`src/rtl/burst_reader.sv`:
```
// burst_reader: debug-bus slave that fetches one 4x64-bit read burst from the
// burst bus and serves it to the host one octet at a time through register 4.
// Optional build macro: BURST_READER_PREFETCH_EN -- when defined, draining the
// last octet immediately requests the next burst at mem_addr + 8.
//
// state | meaning
// IDLE  | no burst outstanding, buffer empty
// REQ   | read command presented, waiting for mem_ready
// FILL  | command accepted, collecting read beats
// VALID | buffer full, host draining octets

module burst_reader #(
    parameter int         BURST_WORDS = 4,
    parameter logic [7:0] CHIP_PAGE   = 8'h0b
) (
    input  logic        clk,
    input  logic        reset,
    input  logic [15:0] dbus_addr,
    input  logic        dbus_write_enable,
    input  logic [7:0]  dbus_write_data,
    input  logic        dbus_read_enable,
    output logic [7:0]  dbus_read_data,
    output logic [20:0] mem_addr,
    output logic        mem_cmd,
    output logic        mem_cmd_en,
    input  logic        mem_ready,
    input  logic [63:0] mem_rd_data,
    input  logic        mem_rd_data_valid
);

    typedef enum logic [1:0] {IDLE, REQ, FILL, VALID} state_t;

    localparam logic [1:0] LAST_WORD = 2'(BURST_WORDS - 1);

    state_t      state, state_nxt;
    logic [63:0] buffer [BURST_WORDS];
    logic [4:0]  rd_ptr;
    logic [1:0]  word_cnt;
    logic        underrun;

    logic        sel;
    logic [4:0]  reg_sel;
    logic        addr_wr;
    logic        start;
    logic        rd_octet;
    logic        pop;
    logic        last_pop;
    logic        beat;
    logic        last_beat;
    logic [63:0] cur_word;
    logic [7:0]  rd_val;
    logic        unused_ok;

    assign mem_cmd   = 1'b0;
    assign unused_ok = &{1'b0, dbus_addr[7:5]};

    // Access decode: address writes are only accepted while no burst is in flight.
    always_comb begin
        sel       = (dbus_addr[15:8] == CHIP_PAGE);
        reg_sel   = dbus_addr[4:0];
        addr_wr   = sel && dbus_write_enable && (state == IDLE || state == VALID);
        start     = addr_wr && (reg_sel == 5'd3);
        rd_octet  = sel && dbus_read_enable && (reg_sel == 5'd4);
        pop       = rd_octet && (state == VALID);
        last_pop  = pop && (rd_ptr == 5'd31);
        beat      = (state == FILL) && mem_rd_data_valid;
        last_beat = beat && (word_cnt == LAST_WORD);
    end

    // Next-state logic; mem_cmd_en is decoded from state so reset drops it at once.
    always_comb begin
        state_nxt  = state;
        mem_cmd_en = 1'b0;
        case (state)
            IDLE: begin
                if (start)
                    state_nxt = REQ;
            end
            REQ: begin
                mem_cmd_en = 1'b1;
                if (mem_ready)
                    state_nxt = FILL;
            end
            FILL: begin
                if (last_beat)
                    state_nxt = VALID;
            end
            VALID: begin
                if (start)
                    state_nxt = REQ;
                else if (last_pop)
`ifdef BURST_READER_PREFETCH_EN
                    state_nxt = REQ;
`else
                    state_nxt = IDLE;
`endif
            end
            default: state_nxt = IDLE;
        endcase
    end

    // Read mux: octets leave MSB-first, so octet k of a word sits at bit 8*(7-k).
    always_comb begin
        cur_word = buffer[rd_ptr[4:3]];
        rd_val   = 8'h00;
        case (reg_sel)
            5'd4: if (state == VALID) rd_val = 8'(cur_word >> {~rd_ptr[2:0], 3'b000});
            5'd5: rd_val = {5'b0, underrun, (state == REQ || state == FILL), (state == VALID)};
            default: rd_val = 8'h00;
        endcase
    end

    // State register.
    always_ff @(posedge clk or posedge reset) begin
        if (reset)
            state <= IDLE;
        else
            state <= state_nxt;
    end

    // Address, pointer, beat counter, sticky underrun and registered read data.
    always_ff @(posedge clk or posedge reset) begin
        if (reset) begin
            mem_addr       <= '0;
            rd_ptr         <= '0;
            word_cnt       <= '0;
            underrun       <= 1'b0;
            dbus_read_data <= '0;
        end else begin
            if (beat)
                word_cnt <= word_cnt + 2'd1;
            if (pop)
                rd_ptr <= rd_ptr + 5'd1;
            if (last_pop)
                mem_addr <= mem_addr + 21'd8;
            if (rd_octet && state != VALID)
                underrun <= 1'b1;
            if (addr_wr) begin
                case (reg_sel)
                    5'd1: mem_addr[20:16] <= dbus_write_data[4:0];
                    5'd2: mem_addr[15:8]  <= dbus_write_data;
                    5'd3: begin
                        mem_addr[7:0] <= dbus_write_data;
                        rd_ptr        <= '0;
                        word_cnt      <= '0;
                        underrun      <= 1'b0;
                    end
                    default: ;
                endcase
            end
            if (sel && dbus_read_enable)
                dbus_read_data <= rd_val;
        end
    end

    // Beat storage carries no reset; its contents are meaningless outside VALID.
    always_ff @(posedge clk) begin
        if (beat)
            buffer[word_cnt] <= mem_rd_data;
    end

endmodule
```
`config.mk`:
```
export PLATFORM = sky130hd
export DESIGN_NAME = burst_reader
export DESIGN_NICKNAME = d
export VERILOG_FILES = /design/src/rtl/burst_reader.sv
export SDC_FILE = /design/constraint.sdc
export NUM_CORES = 1
export LEC_CHECK = 0
export CORE_AREA = 2 2 148 150
export DETAILED_ROUTE_END_ITERATION = 12
export DIE_AREA = 0 0 150 152
export PLACE_DENSITY = 0.8
export SKIP_LAST_GASP = 1
export SLEW_MARGIN = 20
export SYNTH_ARGS = -nofsm -noshare
export SYNTH_HDL_FRONTEND = slang
export SYNTH_SLANG_ARGS = --single-unit
```
`constraint.sdc`:
```
create_clock -name clk -period 3.51 [get_ports clk]
set_input_delay 0.702 -clock clk [delete_from_list [all_inputs] [get_ports clk]]
set_output_delay 0.702 -clock clk [all_outputs]
set_load 0.01 [all_outputs]
```
* Word level (Yosys, flattened, before mapping)
Memory sizes are Yosys's and may differ from the RTL's. Cells that the tools add are included.
Word-level totals: register bits after elaboration 39, memory bits (writable) 256, input port bits 94, memories kept 1
Operators by class: $add $sub $neg 3, equal/unequal tests 16, shift operators 1, mux-type cells 25, bitwise logic cells 1, reduce and logical (&&, ||, !) cells 14
Memory list:
- buffer | depth 4, bits a word 64, rd ports 1, clocked after Yosys merged registers in 0, write ports 1, RTL line 36 | logic [63:0] buffer [BURST_WORDS];
Operators with widths (number):
- $shr 64x6->8 | 1
- $mux 21 | 2
- $mux 8 | 3
- $add 21x4->21 const B | 1
- $mux 5 | 4
- $mux 2 | 8
- $pmux 8 s2 | 1
- $eq 5x2->1 const B | 2
- $eq 5x3->1 const B | 2
- $logic_and 1x1->1 | 10
- $eq 8x4->1 const B | 1
- $ne 2x2->1 const B | 4
- $pmux 2 s4 | 1
- $eq 2x2->1 const B | 3
- $mux 1 | 6
- $add 5x1->5 const B | 1
- $eq 5x1->1 const B | 1
- $eq 5x5->1 const B | 1
- $reduce_and 4->1 | 1
- $ne 3x3->1 const B | 1
- $not 3->3 | 1
- $add 2x1->2 const B | 1
- $eq 2x1->1 const B | 1
- $logic_not 2->1 | 1
- $logic_or 1x1->1 | 2

* Logic depth before layout (Yosys ltp)
Gate-level depths: netlist (run 1).
word-level depth 8, mapped depth 11, depth with buffers taken out 8

* Least setup slack after synthesis (run 1)
Ideal clock, no wire load.
kind register -> register, start reg state[0], end mem buffer[2][0] (enable), library setup time 429 ps, data arrival time 2296 ps, data required time 3081 ps, path slack 785 ps, cell stages (with the launch flop) 4, path through dfrtp_1 inv_1 ha_1 and3_1
Between the ends: longest elaborated chain between the ends 4
Ends and longest elaborated chain:
- start: declaration | RTL line 35 | state_t state, state_nxt;
- start signal: assignment | RTL line 118 | state <= state_nxt;
- $eq 2x2->1 | RTL line 66 | beat = (state == FILL) && mem_rd_data_valid;
- $logic_and 1x1->1 | RTL line 66
- $mux 1 | RTL line 158 | if (beat)
- $mux 1 (not written as such) | RTL line 159 | buffer[word_cnt] <= mem_rd_data;
- end: declaration | RTL line 36
Every way passes these cells.

* Final worst setup path (run 1)
start reg rd_ptr[0], end reg mem_addr[14]
Between the ends: longest elaborated chain between the ends 5
Ends and longest elaborated chain:
- start: declaration | RTL line 37 | logic [4:0] rd_ptr;
- start signal: assignment | RTL line 133 | rd_ptr <= rd_ptr + 5'd1;
- $eq 5x5->1 * | RTL line 65 | last_pop = pop && (rd_ptr == 5'd31);
- $logic_and 1x1->1 * | RTL line 65
- $mux 21 * | RTL line 134 | if (last_pop)
- $mux 8 | RTL line 139 | case (reg_sel)
- $mux 21 * | RTL line 138 | if (addr_wr) begin
- end signal: assignment | RTL line 135 | mem_addr <= mem_addr + 21'd8;
- end signal: assignment | RTL line 141 | 5'd2: mem_addr[15:8] <= dbus_write_data;
- end: declaration | RTL line 23 | output logic [20:0] mem_addr,
Mark *: on every way between the ends. The rest lies on a longest branch, timed or not. A chain may end at the register's enable or synchronous reset.

==> results of run 1 <==
==> stage by stage <==
stage	hold slack (ps)	total power [W]	worst slack (ps)	instance area [sq um]	instances
final	504	0.00828	838	14600	1123
after global routing	540	0.00854	629	14600	1122
after CTS	505	0.00834	879	14600	1122
after detailed placement	490	0.00505	459	13600	1071
after global placement	485	0.00499	553	13600	1071
after floorplan	469	0.00470	785	12000	693
==> cell families (layout without fill, tap and decap cells) <==
kind of cell	after synthesis	after routing	share of synthesized area (%)
AO/OA/AOI/OAI	102	102	5.56
XOR/XNOR	20	20	1.46
adder cells (fa/ha/maj)	11	11	1.15
buffers and inverters	47	196	1.69
flip-flops	295	295	72.3
multiplexers	97	97	12.1
other	1	2	0.0313
AND/OR/NAND/NOR	120	120	5.65
==> power by group through the flow <==
stage / registers (W) / logic [W] / clock network, W
2_1_floorplan: 0.00432 / 0.000388 / 0
3_3_place_gp: 0.00430 / 0.000687 / 0
3_5_place_dp: 0.00433 / 0.000723 / 0
4_1_cts: 0.00426 / 0.000727 / 0.00335
5_1_grt: 0.00428 / 0.000787 / 0.00347
6_report: 0.00426 / 0.000718 / 0.00331
==> final cells by class <==
cell class,count,area (sq um)
sequential,295,8670
timing repair buffer,137,1390
clock buffer,34,764
clock inverter,17,263
tap,280,350
antenna,1,2.50
fill,1391,6760
inverter,8,30.0
multi-input combinational,351,3120
==> critical path, stage by stage, from the launching register on <==
cell and delay (ps):
dfrtp_1 660, ha_1 280, and3_1 170, ha_1 270
nand4_1 430, nor4_1 440, xnor2_1 180, a21oi_1 100
==> how the worst max path moves through the flow <==
stage	slack [ps]	from	cells after the start	end
2_1_floorplan	780	state[0]$_DFFE_PP0P_	3	buffer[2][0]$_DFFE_PP_
6_report	840	rd_ptr[0]$_DFF_PP0_	7	mem_addr[14]$_DFF_PP0_
3_3_place_gp	550	dbus_addr[13]	6	mem_addr[0]$_DFFE_PP0P_
3_5_place_dp	460	dbus_addr[13]	6	mem_addr[1]$_DFFE_PP0P_
5_1_grt	630	rd_ptr[0]$_DFF_PP0_	6	mem_addr[20]$_DFF_PP0_
4_1_cts	880	rd_ptr[0]$_DFF_PP0_	7	mem_addr[14]$_DFF_PP0_
==> state kept, by name, indices dropped and copies added, names as in the netlist <==
name / flops
buffer: 256
dbus_read_data: 8
mem_addr: 21
rd_ptr: 5
state: 2
underrun: 1
word_cnt: 2
==> cell usage in the layout (no fill, tap or decap), drive strengths merged, types with 2 or more instances in the layout <==
cell,instances
and3,9
dfrtp,39
o311ai,2
ha,11
o22ai,8
a31oi,3
mux2,6
nand2,25
clkbuf,34
nand3,10
nor4,15
o21a,2
xor2,3
nor3,4
nand4,10
nor2b,6
nor2,22
clkinv,9
buf,17
nand3b,4
mux4,38
a21oi,32
a22o,5
a211oi,8
a221oi,6
clkdlybuf4s50,120
o21ai,18
mux2i,53
edfxtp,256
nand2b,2
o221ai,9
xnor2,17
a2111oi,3
inv,8
and2,2
bufinv,7
a211o,3
and4,3
==> per-layer routing <==
layer,vias to the layer above,part of all wire [%]
li1,3042,-
met1,3497,39
met2,326,50
met3,57,8.7
met4,2,2.6
met5,-,0.043
==> results.md, run 1 <==
- The biggest area contributor in the post-synthesis netlist is edfxtp_1.
- The initial antenna violation count came to 1.
- The via count of the first global-routing pass is just over 7000.
- The clock tree from TritonCTS is yes.
- Setup repair after global routing left no endpoint under its margin.
- Synthesis produced a netlist with a net count of 798.
- The met3 track demand over resource in global routing is between 4 and 5%.
- The clock share of power is 39.9%.
- Data on the critical path arrives at its endpoint at 3060 ps.
- The total track usage is 22.4%.
- Clock latency on the worst-skew pair, taken at its later pin, is 530 ps.
- The number of synthesized register bits is about 300.
- The internal portion of total power is 0.00653 W.
- The final layout net count is ~900.
- The starting density of the core is a little under three fifths.
- The maximum clock frequency is 374 MHz.
- The analysis attributes to cell leakage a power of about 4.7 nW.
- After clock tree synthesis, the clock-pin slew on the worst setup and hold paths is ~70 ps.
- From left edge to right edge, the die measures approximately 150 um.
- CTS built an H-tree with a depth of 1.
- The overall die area is 0.0228 sq mm.
- Entering global routing, the biggest net connects 65 pins.
- After global routing, the most crowded layer is met2.
- The cell count of the worst reg-to-reg path is 7.
- The mapped netlist covers 0.0120 sq mm.
- The post-route netlist has 14.0% of its cells at a drive strength greater than 1.
- The count of final hold-check violations is 0.
- Compared with the post-synthesis result, the final layout area differs by 21.8%.
- In the routed design, unresolved DRC markers number 0.
- The number of hold buffers added after CTS is 0.
- The vias after detailed routing is 6924.
- The top-level I/O count is 125.
- The portion of the clock cycle consumed by the worst path in the final layout is around three quarters.
- The buffer count from post-CTS setup fixing is 0.
- In this run the worst path has a maximum fanout of 13.
- The number of search-and-repair iterations in the first detailed-routing pass is 5.
- In this run the core area contains 54 standard-cell rows.
- For the pin with the worst max-slew slack, the measured transition is 901 ps.
- The post-detailed-route via-to-cell ratio is 6.17.
- The tool flagged a number of max-cap violations equal to 0.
- The number of max-slew violations in the final report is 0.
- For this run, the number of Yosys warnings is 0.
- The worst hold path begins at dbus_read_data[0]$_DFFE_PP0N_.
- The clock net in this run drives a total of about 300 sinks.
- The detailed placer's ending HPWL is 15600 um.
- Summed over all nets, the switching power comes to 0.00175 W.
- In this run, distinct cell masters in the synthesized netlist total 52.
- The worst path needs roughly 2700 ps of the cycle, external delays included.
- The weighted congestion at the end of routability-driven global placement is 0.879.
- The worst setup path is of the reg -> reg kind.
- The run finished with clean final reports.
- The most used flip-flop cell after synthesis is edfxtp_1.
- The worst setup path is captured at a flop.
- The count of nets left with antenna violations after detail routing is 0.
- The synthesized design contains roughly 260 enable-type register cells.
- The tree is rooted in a clkbuf_16.
- The capture instance of the worst register-to-register path is mem_addr[14]$_DFF_PP0_.
- The part of the Yosys area used for sequential elements is 72.3%.
- The placeable core region is 0.0214 sq mm.
- The worst ir drop on vdd is 0.000434 V.
- The synthesized design devotes to its leading area cell type between 60% and 70% of total area.
- The final-report setup violation count is 0.
- The path with the worst hold slack has its endpoint at dbus_read_data[0]$_DFFE_PP0N_.
- In this run the register-to-register setup slack is 840 ps.
- The worst setup path is launched from a flop.
- Sorting the synthesized cells by how often they occur yields 256 x edfxtp_1, 53 x mux2i_1, 39 x dfrtp_1.
- After detailed routing, the average wire length per cell comes to 22.8 um.
- In the synthesized netlist, the number of instances is 693.
- The number of buffers added by the clock tree synthesis step is 28.
- The launch instance of the worst register-to-register path is rd_ptr[0]$_DFF_PP0_.
- Counting along the longest clock path gives a buffer depth of 3.
- The met1 track demand over resource in global routing is between 20% and 30%.
- The share of total power in combinational logic is 8.7%.
- The worst hold path was traced through 2 stages.
- The fraction of registers with async set/reset is 13.2%.
- The worst slew margin relative to its limit is 39.8%.
- The clock skew is 9.19 ps.
- The post-cts sizing count is 0.
- By area the synthesized netlist is led by edfxtp_1 64%, dfrtp_1 8.1%, mux4_2 7.1%.
- The final-layout setup total negative slack is 0 ps.
- The sum of overflow across all layers after global routing is 0.
- The min-delay analysis places its worst path in the category reg -> reg.
- The dominant cell by count in the synthesized netlist is edfxtp_1.
- In this run switching power makes up 21.2% of total power.
- The first-pass GRT wire length is 39400 um.
- For this block, the routed nets add up to 25600 um of wire.
- The power per unit of standard cell area is 568 mW/mm^2.
- Per report_power, the sequential group accounts for about 51% of the total.
- The number of I/O port buffers is 120.
- The met2 usage in global routing is 37.9%.
- The height of the chip is 152 um.
- The iteration-0 DRC count of the detailed router is 668.
- Each instance of the synthesized netlist takes up on average between 15 and 20 sq um.
- For this run, the share of the core covered by cells in the final layout is between 60% and 70%.
- The worst endpoint required time is 3890 ps.
Power figures use the tool's default switching activity.
==> run 2: changes to the inputs <==
==> constraint.sdc (replaced) <==
create_clock -name clk -period 2.47 [get_ports clk]
set_input_delay 0.494 -clock clk [delete_from_list [all_inputs] [get_ports clk]]
set_output_delay 0.494 -clock clk [all_outputs]
set_load 0.01 [all_outputs]
==> run 2 against run 1 <==
Core utilization is 0.64 points higher. Design area is 0.94% higher. Sequential share of layout area is 0.55 points lower. Die area stayed put. Via count is 2.2% higher. Sequential power is 42% higher. Clock skew is 5.1 ps higher. Register-to-register slack worse by 640 ps. Fmax is 17% higher. Clock power is 31% higher. Critical path type unchanged. Largest cell class unchanged.
==> results.md, run 2 (synthesized netlist as in run 1, its figures left out) <==
- Result of the run: complete, no violations (unchanged).
- The switching power total is 0.00249 W (was 0.00175 W).
- The placeable core region is 0.0214 sq mm (unchanged).
- The internal portion of total power was 0.00894 W (was 0.00653 W).
- The clock share of power is 38.0% (was 39.9%).
- The number of maximum-capacitance constraint violations is 0 (unchanged).
- The count of final hold-check violations is 0 (unchanged).
- The portion of the clock cycle consumed by the worst path in the final layout came to 92.1% (was 76.1%).
- The H-tree depth reported by CTS is 1 (unchanged).
- The buffer count from post-CTS setup fixing was 0 (unchanged).
- The worst endpoint required time was 2900 ps (was 3890 ps).
- The via count of the first global-routing pass was 7350 (was 7279).
- The routed wire length came to 26000 um (was 25600 um).
- The largest fanout of any net on the critical path is 31 (was 13).
- The slew at the pin closest to its max-slew limit is 753 ps (was 901 ps).
- The routed wire length per instance is 22.6 um (was 22.8 um).
- The remaining design rule violation count is 0 (unchanged).
- The startpoint class of the critical path is a flop (unchanged).
- The number of max-slew violations in the final report is 0 (unchanged).
- The final layout net count is 950 (was 926).
- The overall die area was 0.0228 sq mm (unchanged).
- The count of nets left with antenna violations after detail routing is 0 (unchanged).
- Commonest cells after routing, fill and taps aside: 256 x edfxtp_1, 120 x clkdlybuf4s50_1, 53 x mux2i_1, 38 x mux4_2, 37 x dfrtp_1 (unchanged).
- The flip-flop count of the largest register after layout is 256 (unchanged).
- The cell family with the largest share of critical-path delay is compound AO/OA/AOI/OAI gates (was simple AND/OR/NAND/NOR gates).
- The post-route worst hold slack is 334 ps (was 504 ps).
- The post-cts sizing count is 0 (unchanged).
- Largest registers: buffer (256), mem_addr (21), dbus_read_data (8) (unchanged).
- The signed area change from the synthesized netlist to the final layout is 22.9% (was 21.8%).
- The row count is 54 (unchanged).
- The starting density of the core is 56.1% (unchanged).
- The ratio of cells with drive above 1 in the final layout is 16.3% (was 14.0%).
- The clock tree from TritonCTS is yes (unchanged).
- The number of diodes added for antenna fixing is 0 (was 1).
- The clock insertion delay at the later pin of the skew report is 540 ps (was 530 ps).
- The maximum clock frequency is 439 MHz (was 374 MHz).
- The worst slew margin relative to its limit is 49.6% (was 39.8%).
- The weighted congestion at the end of routability-driven global placement is 0.838 (was 0.879).
- The worst path arrival time is 2700 ps (was 3060 ps).
- The first-pass GRT wire length is 40000 um (was 39400 um).
- The library cell used as clock root buffer is clkbuf_16 (unchanged).
- The startpoint-to-endpoint class of the critical path is reg -> reg (unchanged).
- The number of buffer and inverter instances along the worst setup path came to 2 (was 0).
- The width of the die is 150 um (unchanged).
- The maximum single-stage delay on the critical path is 430 ps (was 660 ps).
- The fraction of power spent switching nets was 21.8% (was 21.2%).
- The clock skew came to 14.3 ps (was 9.19 ps).
- The critical path capture point type is a flop (unchanged).
- The final worst setup slack came to 194 ps (was 838 ps).
- The type of the tightest min-delay check is in -> async (was reg -> reg).
- The setup slack at placement is -121 ps (was 459 ps).
- The vias after detailed routing is 7074 (was 6924).
- The power per unit of standard cell area is 777 mW/mm^2 (was 568 mW/mm^2).
- The share of total power in combinational logic is 9.1% (was 8.7%).
- The register bank with the most flops is buffer (unchanged).
- The number of buffers added by the clock tree synthesis step is 29 (was 28).
- The static leakage is 4.83 nW (was 4.75 nW).
- The initial antenna violation count came to 0 (was 1).
- The number of search-and-repair iterations in the first detailed-routing pass is 5 (unchanged).
- The total track usage came to 22.8% (was 22.4%).
- The detailed placer's ending HPWL is 15800 um (was 15600 um).
- The final period demand of the worst path is 2280 ps (was 2670 ps).
- The iteration-0 DRC count of the detailed router is 550 (was 668).
- The sequential share of power is 52.9% (was 51.4%).
- The end-of-flow core utilization is 69.0% (was 68.3%).
- The height of the chip is 152 um (unchanged).
- The sum of overflow across all layers after global routing came to 0 (unchanged).
- The overall power is 0.0114 W (was 0.00828 W).
- The final-report setup violation count is 0 (unchanged).
- The most common cell after layout, fill and taps aside is edfxtp_1 (unchanged).
- The post-detailed-route via-to-cell ratio is 6.17 (about the same).
- The maximum clock insertion buffer count came to 3 (unchanged).
- The most repeated library cell on the critical path is buf_4 (was ha_1).
- Cell-by-cell trace of the critical path: buf_4 > or3b_1 > buf_4 > o22ai_1 > a211o_1 > a41oi_1 > o311ai_1 (was ha_1 > and3_1 > ha_1 > nand4_1 > nor4_1 > xnor2_1 > a21oi_1).
- The slowest cell on the critical path is or3b_1 (was dfrtp_1).
- Unrepaired setup endpoints after global routing: no (unchanged).
- The number of hold buffers added after CTS came to 0 (unchanged).
- The clock slew at the register clock pins of the worst setup and hold paths was 60 ps (was 70 ps).
- The top-level I/O count came to 125 (unchanged).
- The number of clock sinks is 295 (unchanged).
- The largest net degree at the start of global routing is 65 (unchanged).
- The worst ir drop on vdd is 0.000493 V (was 0.000434 V).
- The number of I/O port buffers is 120 (unchanged).
==> run 2: cell count changes in the layout (fill, tap and decap cells not counted), sizes merged <==
cell,delta
buf,+23
bufinv,-3
clkinv,+3
clkinvlp,+2
diode,-1
==> run 2: final timing paths <==
kind,from,end,slack [ps],cells past startpoint
hold reg to reg,dbus_read_data[2]$_DFFE_PP0N_,dbus_read_data[2]$_DFFE_PP0N_,510,2
setup / recovery,rd_ptr[1]$_DFF_PP0_,dbus_read_data[0]$_DFFE_PP0N_,190,7
setup reg to reg,rd_ptr[1]$_DFF_PP0_,dbus_read_data[0]$_DFFE_PP0N_,190,7
hold / removal,reset,mem_addr[13]$_DFF_PP0_,330,3
min in group clk,dbus_read_data[2]$_DFFE_PP0N_,dbus_read_data[2]$_DFFE_PP0N_,510,2
max in group asynchronous,reset,mem_addr[19]$_DFF_PP0_,1570,4
==> run 2: final cells by class <==
| type | count | area [sq um] |
|---|---|---|
| Fill cell | 1391 | 6630 |
| Tap cell | 280 | 350 |
| Sequential cell | 295 | 8670 |
| Clock inverter | 19 | 199 |
| Clock buffer | 34 | 744 |
| Timing Repair Buffer | 160 | 1610 |
| Inverter | 8 | 30.0 |
| Multi-Input combinational cell | 351 | 3120 |
==> run 2: layer usage <==
metal | up-vias | global-route usage [%] | routed length [um]
met5 | - | 0 | 0
met4 | 0 | 7.14 | 677
met2 | 354 | 38.4 | 13100
li1 | 3095 | - | -
met3 | 55 | 3.48 | 2110
met1 | 3570 | 31.0 | 10000
==> run 2: power by group through the flow <==
stage	sequential (W)	clock [W]	combinational (W)
3_5_place_dp	0.00615	0	0.00105
3_3_place_gp	0.00611	0	0.00100
2_1_floorplan	0.00611	0	0.000553
6_report	0.00605	0.00434	0.00104
4_1_cts	0.00605	0.00439	0.00106
5_1_grt	0.00608	0.00458	0.00113
==> run 2: per-stage QoR <==
stage                     setup TNS, ps  area (sq um)  std cells
final                                 0         14700       1147
after global routing                  0         14700       1147
after CTS                             0         14700       1145
after detailed placement           -690         13800       1092
after global placement             -118         13800       1092
after floorplan                       0         12000        693
==> run 2: worst min-delay path: cells and delay by family <==
family | cells | cell delay (ps)
buf+inv | 3 | 780
